[src/rtl/move_ctrl_if.sv]
// Player-input bundle: raw buttons and game enable in, move command stream and
// debounced button state out.
interface move_ctrl_if;
  logic       en;
  logic       btn_up;
  logic       btn_down;
  logic       btn_left;
  logic       btn_right;
  logic       move_en;
  logic [1:0] direct;
  logic [3:0] held;

  modport master (
    output en, btn_up, btn_down, btn_left, btn_right,
    input  move_en, direct, held
  );

  modport slave (
    input  en, btn_up, btn_down, btn_left, btn_right,
    output move_en, direct, held
  );
endinterface

[src/rtl/move_ctrl.sv]
// Player-input front end: synchronise and debounce four direction buttons, cancel
// opposing pairs, then issue rate-limited, round-robin move strobes.
module move_ctrl #(
  parameter int DEBOUNCE_CYCLES = 20000,
  parameter int STEP_DIV        = 4
) (
  input logic        clk_run,
  input logic        rst,
  move_ctrl_if.slave bus
);

  localparam int DB_W = (DEBOUNCE_CYCLES > 1) ? $clog2(DEBOUNCE_CYCLES) : 1;
  localparam int ST_W = (STEP_DIV > 1) ? $clog2(STEP_DIV) : 1;
  localparam logic [DB_W-1:0] DB_LAST = DB_W'(DEBOUNCE_CYCLES - 1);
  localparam logic [ST_W-1:0] ST_LAST = ST_W'(STEP_DIV - 1);
  localparam logic [1:0] DIR_UP = 2'd0;

  logic [3:0]      raw;
  logic [3:0]      sync_p0;
  logic [3:0]      sync_p1;
  logic [3:0]      stable;
  logic [DB_W-1:0] db_cnt [4];
  logic [ST_W-1:0] step_cnt;
  logic [1:0]      last_idx;
  logic            move_en;
  logic [1:0]      direct;
  logic [3:0]      eff;
  logic [1:0]      sel;
  logic [1:0]      idx;

  // Bit order 0=UP 1=DOWN 2=LEFT 3=RIGHT, shared by held, eff and the direction code
  assign raw = {bus.btn_right, bus.btn_left, bus.btn_down, bus.btn_up};

  always_comb begin
    eff = bus.en ? stable : 4'b0000;
    if (eff[0] && eff[1]) eff[1:0] = 2'b00;
    if (eff[2] && eff[3]) eff[3:2] = 2'b00;
  end

  // Scan from the largest offset down so the nearest set bit after last_idx wins
  always_comb begin
    sel = last_idx;
    idx = last_idx;
    for (int k = 3; k >= 0; k--) begin
      idx = last_idx + 2'(k + 1);
      if (eff[idx]) sel = idx;
    end
  end

  always_ff @(posedge clk_run) begin
    if (rst) begin
      sync_p0  <= '0;
      sync_p1  <= '0;
      stable   <= '0;
      for (int b = 0; b < 4; b++) db_cnt[b] <= '0;
      step_cnt <= '0;
      move_en  <= 1'b0;
      direct   <= DIR_UP;
      last_idx <= 2'd3;
    end else begin
      // stage p0 -> p1: two-flop synchroniser
      sync_p0 <= raw;
      sync_p1 <= sync_p0;

      // debounce: accept a change only after DEBOUNCE_CYCLES consecutive differing samples
      for (int b = 0; b < 4; b++) begin
        if (sync_p1[b] == stable[b]) begin
          db_cnt[b] <= '0;
        end else if (db_cnt[b] == DB_LAST) begin
          stable[b] <= sync_p1[b];
          db_cnt[b] <= '0;
        end else begin
          db_cnt[b] <= db_cnt[b] + 1'b1;
        end
      end

      if (eff == 4'b0000)
        step_cnt <= '0;
      else
        step_cnt <= (step_cnt == ST_LAST) ? '0 : step_cnt + 1'b1;

      // issue: direction code equals the bit index of the selected key
      if ((eff != 4'b0000) && (step_cnt == '0)) begin
        move_en  <= 1'b1;
        direct   <= sel;
        last_idx <= sel;
      end else begin
        move_en  <= 1'b0;
      end
    end
  end

  assign bus.move_en = move_en;
  assign bus.direct  = direct;
  assign bus.held    = stable;

endmodule

[src/flat_wrapper.sv]
// flat-port wrapper written by rule: the top's interface ports become plain ports
module move_ctrl_flat 
#(
  parameter int DEBOUNCE_CYCLES = 20000,
  parameter int STEP_DIV        = 4
)
  (clk_run, rst, bus_en, bus_btn_up, bus_btn_down, bus_btn_left, bus_btn_right, bus_move_en, bus_direct, bus_held);
  move_ctrl_if bus_i ();
  input logic clk_run;
  input logic rst;
  input wire logic [$bits(bus_i.en)-1:0] bus_en;
  input wire logic [$bits(bus_i.btn_up)-1:0] bus_btn_up;
  input wire logic [$bits(bus_i.btn_down)-1:0] bus_btn_down;
  input wire logic [$bits(bus_i.btn_left)-1:0] bus_btn_left;
  input wire logic [$bits(bus_i.btn_right)-1:0] bus_btn_right;
  output wire logic [$bits(bus_i.move_en)-1:0] bus_move_en;
  output wire logic [$bits(bus_i.direct)-1:0] bus_direct;
  output wire logic [$bits(bus_i.held)-1:0] bus_held;
  assign bus_i.en = bus_en;
  assign bus_i.btn_up = bus_btn_up;
  assign bus_i.btn_down = bus_btn_down;
  assign bus_i.btn_left = bus_btn_left;
  assign bus_i.btn_right = bus_btn_right;
  assign bus_move_en = bus_i.move_en;
  assign bus_direct = bus_i.direct;
  assign bus_held = bus_i.held;
  move_ctrl #(.DEBOUNCE_CYCLES(DEBOUNCE_CYCLES), .STEP_DIV(STEP_DIV)) u_core (.clk_run(clk_run), .rst(rst), .bus(bus_i));
endmodule
[config.mk]
export PLATFORM = sky130hd
export DESIGN_NAME = move_ctrl_flat
export DESIGN_NICKNAME = d
export VERILOG_FILES = /design/src/rtl/move_ctrl_if.sv /design/src/rtl/move_ctrl.sv /design/src/flat_wrapper.sv
export SDC_FILE = /design/constraint.sdc
export NUM_CORES = 1
export LEC_CHECK = 0
export ABC_AREA = 0
export CAP_MARGIN = 20
export CORE_MARGIN = 1.5
export CORE_UTILIZATION = 40
export CTS_BUF_LIST = sky130_fd_sc_hd__clkbuf_8
export DETAILED_ROUTE_END_ITERATION = 16
export GPL_TIMING_DRIVEN = 0
export SETUP_SLACK_MARGIN = 0.2
export SLEW_MARGIN = 20
export SYNTH_ARGS = -nofsm -noshare
export SYNTH_HDL_FRONTEND = slang
export SYNTH_SLANG_ARGS = --single-unit
export TNS_END_PERCENT = 50
[constraint.sdc]
create_clock -name clk_run -period 2.5 [get_ports clk_run]
set_input_delay 0.375 -clock clk_run [delete_from_list [all_inputs] [get_ports clk_run]]
set_output_delay 0.375 -clock clk_run [all_outputs]
set_load 0.05 [all_outputs]
==> results of run 1 <==
[placed cells by master, fill, tap and decap left out, drive strengths merged, types with 3 or more instances in the layout]
cell type       n
nor2           74
edfxtp         60
conb           60
xnor2          34
nand2          24
xor2           21
nand4          21
nand3          20
dfxtp          19
inv            17
clkbuf         16
nor3           15
clkdlybuf4s50  13
nor4           12
ha             10
nor2b           9
and3            7
and4            5
mux2i           5
bufinv          5
nand2b          5
a21oi           4
or4             3
[path summary, 6_finish.rpt]
path | endpoint | from | depth (start not counted) | slack [ps]
worst min-delay path | u_core.sync_p1[3] | u_core.sync_p0[3] | 1 | 440
worst max register to register | u_core.db_cnt[2][8] | u_core.db_cnt[2][8] | 5 | 370
worst max-delay path | u_core.db_cnt[2][8] | u_core.db_cnt[2][8] | 5 | 370
worst min register to register | u_core.sync_p1[3] | u_core.sync_p0[3] | 1 | 440
[state kept, by name, indices dropped and copies added (netlist names)]
signal	flops
u_core.bus.direct	2
u_core.last_idx	2
u_core.sync_p1	4
u_core.bus.held	4
u_core.sync_p0	4
u_core.bus.move_en	1
u_core.db_cnt	60
u_core.step_cnt	2
[metal layers]
| metal | vias up | share of wire, % |
|---|---|---|
| met1 | 1333 | 50 |
| met3 | 9 | 2.9 |
| met4 | 0 | 0.83 |
| li1 | 1478 | - |
| met5 | - | 0 |
| met2 | 47 | 46 |
[power groups by stage]
| stage | clock network (W) | registers [W] | logic [W] |
|---|---|---|---|
| CTS | 0.00139 | 0.00151 | 0.000115 |
| floorplan | 0 | 0.00152 | 0.0000888 |
| global placement | 0 | 0.00154 | 0.000113 |
| detailed placement | 0 | 0.00154 | 0.000114 |
| global route | 0.00145 | 0.00152 | 0.000134 |
| finish | 0.00135 | 0.00151 | 0.000116 |
[critical path, cell delays in order (launching register included)]
cell and delay, ps:
edfxtp_1 480, or4b_1 550, or4_4 570, nand2_4 100, buf_8 130, nor2_1 50
[per-stage QoR]
stage	utilization (%)	area, um^2	setup slack (ps)	instances	total power, W
after floorplan	-	4280	510	447	0.00161
after global placement	46.6	4570	189	593	0.00165
after detailed placement	46.6	4570	86.9	593	0.00165
after global routing	49.6	4870	214	609	0.00310
final	49.6	4870	375	609	0.00298
after CTS	49.6	4870	218	609	0.00301
[cell usage after synthesis (all sizes together), types with 6 or more instances]
master / number
and3: 7
nand4: 21
nand2: 24
dfxtp: 19
nor2: 74
edfxtp: 60
nor3: 15
nand3: 20
clkbuf: 6
inv: 17
nor4: 12
xnor2: 34
xor2: 21
nor2b: 9
ha: 10
[area by class of cell]
| type | instances | area share [%] |
|---|---|---|
| clock inverters | 6 | 3.19 |
| repair buffers | 13 | 2.67 |
| well taps | 133 | 3.42 |
| inverters | 17 | 1.31 |
| plain buffers | 8 | 1.03 |
| flip-flops and latches | 79 | 44.8 |
| clock buffers | 10 | 2.83 |
| multi-input cells | 343 | 40.7 |
[kinds of logic after synthesis]
| kind of cell | share of synthesized area, % |
|---|---|
| xor+xnor | 11.9 |
| buf+inv | 2.78 |
| simple gates | 25.5 |
| other cells | 0.0925 |
| fa+ha+maj | 3.09 |
| mux | 1.23 |
| compound gates | 1.64 |
| flops | 53.8 |
==> flow_metrics.tcl, run 1 <==
set metrics [dict create \
    status "finished clean" \
    synth_cell_types 38 \
    wl_per_cell_um 11.2 \
    powerDensity_nw_per_um2 611 \
    grt_use_total_pct 13.8 \
    use_met1_pct 17.9 \
    synth_area_um2 4060 \
    post-dp-hpwl_mm 5.09 \
    p_sw_w 0.000575 \
    synth_warnings 0 \
    cts_htree_levels 3 \
    vias 2867 \
    cts_resized 0 \
    die_y_um 104 \
    clockBufferDepth 2 \
    endpoint_kind "register" \
    gr-usage-met3_pct 3.52 \
    clockPowerShare_pct 45.4 \
    grt_setup_unrepaired "no" \
    synthFlopType "edfxtp_1" \
    post-cts-setup-buffers 0 \
    grt-ovfl-total 0 \
    cap_violations 0 \
    worst-endpoint-arrival_ps 2230 \
    dr.first_iter.drc_count 77 \
    holdWs_ps 442 \
    nFillCells 959 \
    startpoint_type "register" \
    worstPathMaxFanout 10 \
    final.period_utilization_pct 85.0 \
    ys_ff_latch 79 \
    core_um2 9820 \
    io_buffer_count 13 \
    initial_utilization_pct 41.3 \
    final_layout_size_suffix_gt1_share_pct 5.25 \
    setup_viol 0 \
    fin_worst_skew_ps 5.08 \
    clkLatencyLatePin_ps 350 \
    worstMarginPinSlew_ps 666 \
    gr-max-usage-layer "met2" \
    crit_type "register to register" \
    drc 0 \
    required_ps 2610 \
    ioPinCount 14 \
    cts_root_buf "clkbuf_8" \
    finalWirelength_mm 6.85 \
    synth.area.top_cells "edfxtp_1, dfxtp_1, xnor2_1" \
    hold_path_class "register to register" \
    regArea_um2 2180 \
    synth_cells 388 \
    finalSetupTns_ps 0 \
    async_flop_share_pct 0 \
    seqPwrFrac_pct 50.7 \
    dieArea_um2 10800 \
    core.rowCount 36 \
    fin_crit_ps 2130 \
    synth_edf_count 60 \
    antennaDiodeCount 0 \
    synth_top_area_share_pct 44.4 \
    clk_pin_slew_worst_paths_ps 80 \
    fmax_mhz 471 \
    routabilityCongestion 0.805 \
    grt_pass1_wl_mm 11.9 \
    p_int_w 0.00240 \
    antenna_found_initial 0 \
    multi_input_area_um2 1980 \
    slew_violations 0 \
    leakagePower_nw 1.78 \
    yosysTopAreaCell "edfxtp_1" \
    cts_hold_buf 0 \
    syn_avg_cell_area_um2 10.5 \
    p_sw_share_pct 19.3 \
    cts_buffers 9 \
    relSlewSlack_pct 54.5 \
    grt_max_degree 14 \
    p_comb_share_pct 3.9 \
    hold_viol_final 0 \
    ys_seq_area_share_pct 53.8 \
    antenna_left 0 \
    cts_tree "built" \
    gr-usage-met2_pct 22.1 \
    area_delta_synth_final_pct 20.0 \
    cts_sinks 79 \
    peakVddDrop_v 0.000305 \
    finalNetCount 488 \
    grt_pass1_vias 2648 \
    routed_via_density 4.71 \
    first_pass_iters 7 \
    fp.dieW_um 104 \
]
No activity file was read; power rests on OpenSTA's default activity.
==> run 2, diff against run 1 <==
--- a/config.mk
+++ b/config.mk
@@ -12,6 +12,7 @@
 export CTS_BUF_LIST = sky130_fd_sc_hd__clkbuf_8
 export DETAILED_ROUTE_END_ITERATION = 16
 export GPL_TIMING_DRIVEN = 0
+export PLACE_DENSITY = 0.56
 export SETUP_SLACK_MARGIN = 0.2
 export SLEW_MARGIN = 20
 export SYNTH_ARGS = -nofsm -noshare
==> run 2 against run 1 <==
  * Fmax is 1.3% lower
  * First-iteration DRC count rose by 44%
  * Clock skew up 5.1 ps
  * Register-to-register slack worse by 30 ps
  * Core utilization is 1.1 points lower
  * Wire length up 1.1%
  * Hold slack improved by 1.9 ps
  * Critical path type unchanged
  * Largest cell class unchanged
  * Highest routed layer unchanged
==> flow_metrics.tcl, run 2 (synthesized netlist as in run 1, its figures left out) <==
set metrics [dict create \
    die_y_um 104 \
    worst-endpoint-arrival_ps 2260 \
    clk_pin_slew_worst_paths_ps 80 \
    first_pass_iters 4 \
    clockBufferDepth 2 \
    cap_violations 0 \
    final.period_utilization_pct 86.2 \
    wl_met2_mm 3.11 \
    grt_use_total_pct 14.2 \
    status "finished clean" \
    fmax_mhz 464 \
    powerDensity_nw_per_um2 535 \
    cts_tree "built" \
    leakagePower_nw 1.74 \
    hold_viol_final 0 \
    dr_wl_met3_um 165 \
    largest_reg_flops 60 \
    worstRegToRegCells 5 \
    grt_max_degree 14 \
    worstPathMaxFanout 10 \
    post-cts-setup-buffers 0 \
    total_power_w 0.00255 \
    cts_root_buf "clkbuf_8" \
    finalNetCount 488 \
    peakVddDrop_v 0.000267 \
    most-common-layout-cells "nor2_1, edfxtp_1, conb_1, xnor2_1, nand2_1" \
    final_layout_size_suffix_gt1_share_pct 5.04 \
    cts_htree_levels 3 \
    io_buffer_count 13 \
    core.rowCount 36 \
    hold_path_class "register to register" \
    dr.first_iter.drc_count 111 \
    startpoint_type "register" \
    clkLatencyLatePin_ps 350 \
    fin_area_um2 4760 \
    grt_setup_unrepaired "yes" \
    grt-ovfl-total 0 \
    drc 0 \
    ioPinCount 14 \
    routed_via_density 4.67 \
    antenna_left 0 \
    required_ps 2610 \
    initial_utilization_pct 41.3 \
    dp_slack_ps 155 \
    finalWirelength_mm 6.92 \
    routabilityCongestion 0.841 \
    place_area_um2 4570 \
    endpoint_kind "register" \
    top_register "u_core.db_cnt" \
    core_um2 9820 \
    fin_ws_ps 346 \
    finalSetupTns_ps 0 \
    relSlewSlack_pct 57.3 \
    nFillCells 978 \
    antenna_found_initial 0 \
    fin_worst_skew_ps 10.2 \
    top_layer_used "met4" \
    wl_per_cell_um 11.4 \
    area_delta_synth_final_pct 17.4 \
    wl_met1_mm 3.47 \
    fp.dieW_um 104 \
    utilization_pct 48.5 \
    cts_sinks 79 \
    setup_viol 0 \
    grt_pass1_wl_mm 12.2 \
    crit_type "register to register" \
    cts_buffers 9 \
    antennaDiodeCount 0 \
    dieArea_um2 10800 \
    post-dp-hpwl_mm 5.03 \
    vias 2841 \
    worstMarginPinSlew_ps 624 \
    grt_pass1_vias 2754 \
    slew_violations 0 \
    min_path_cells 1 \
    fin_crit_ps 2150 \
    final_common_cell "nor2_1" \
    cts_hold_buf 0 \
]
## run 2: layer usage
layer / GRT usage, % / vias up
met5: 0 / -
met4: 7.74 / 0
met3: 2.83 / 15
met2: 22.3 / 30
met1: 18.5 / 1308
li1: - / 1488
## run 2: final timing paths
path,slack [ps],startpoint,end
worst max-delay path,350,u_core.db_cnt[1][5],u_core.db_cnt[1][9]
worst min-delay path,440,u_core.sync_p0[3],u_core.sync_p1[3]
worst max register to register,350,u_core.db_cnt[1][5],u_core.db_cnt[1][9]
worst min register to register,440,u_core.sync_p0[3],u_core.sync_p1[3]
## run 2: layout make-up
class | count | area (um^2) | share of cell area, %
Sequential cell | 79 | 2180 | 45.8
Multi-Input combinational cell | 343 | 1980 | 41.6
Tap cell | 133 | 166 | 3.49
Timing Repair Buffer | 13 | 130 | 2.73
Clock buffer | 9 | 124 | 2.60
Clock inverter | 7 | 63.8 | 1.34
Inverter | 17 | 63.8 | 1.34
Buffer | 8 | 50.0 | 1.05
## run 2: stage by stage
stage	hold slack, ps	cells
finish	444	609
global route	461	609
CTS	445	609
detailed placement	425	593
global placement	422	593
floorplan	414	447
## run 2: repair_timing
action	CTS	global route
hold endpoints to repair	0	0
gates resized for setup	0	2
setup endpoints to repair	0	14
## run 2: critical path, stage by stage, from the launching register on
cell and delay (ps):
edfxtp_1 500, or4b_1 560, or4_4 540, nand2b_4 110, buf_6 140, nor2_1 60
## run 2: where the power goes
group | internal (W) | switching [W]
Combinational | 0.0000523 | 0.0000627
Clock | 0.000455 | 0.000468
Sequential | 0.00146 | 0.0000510
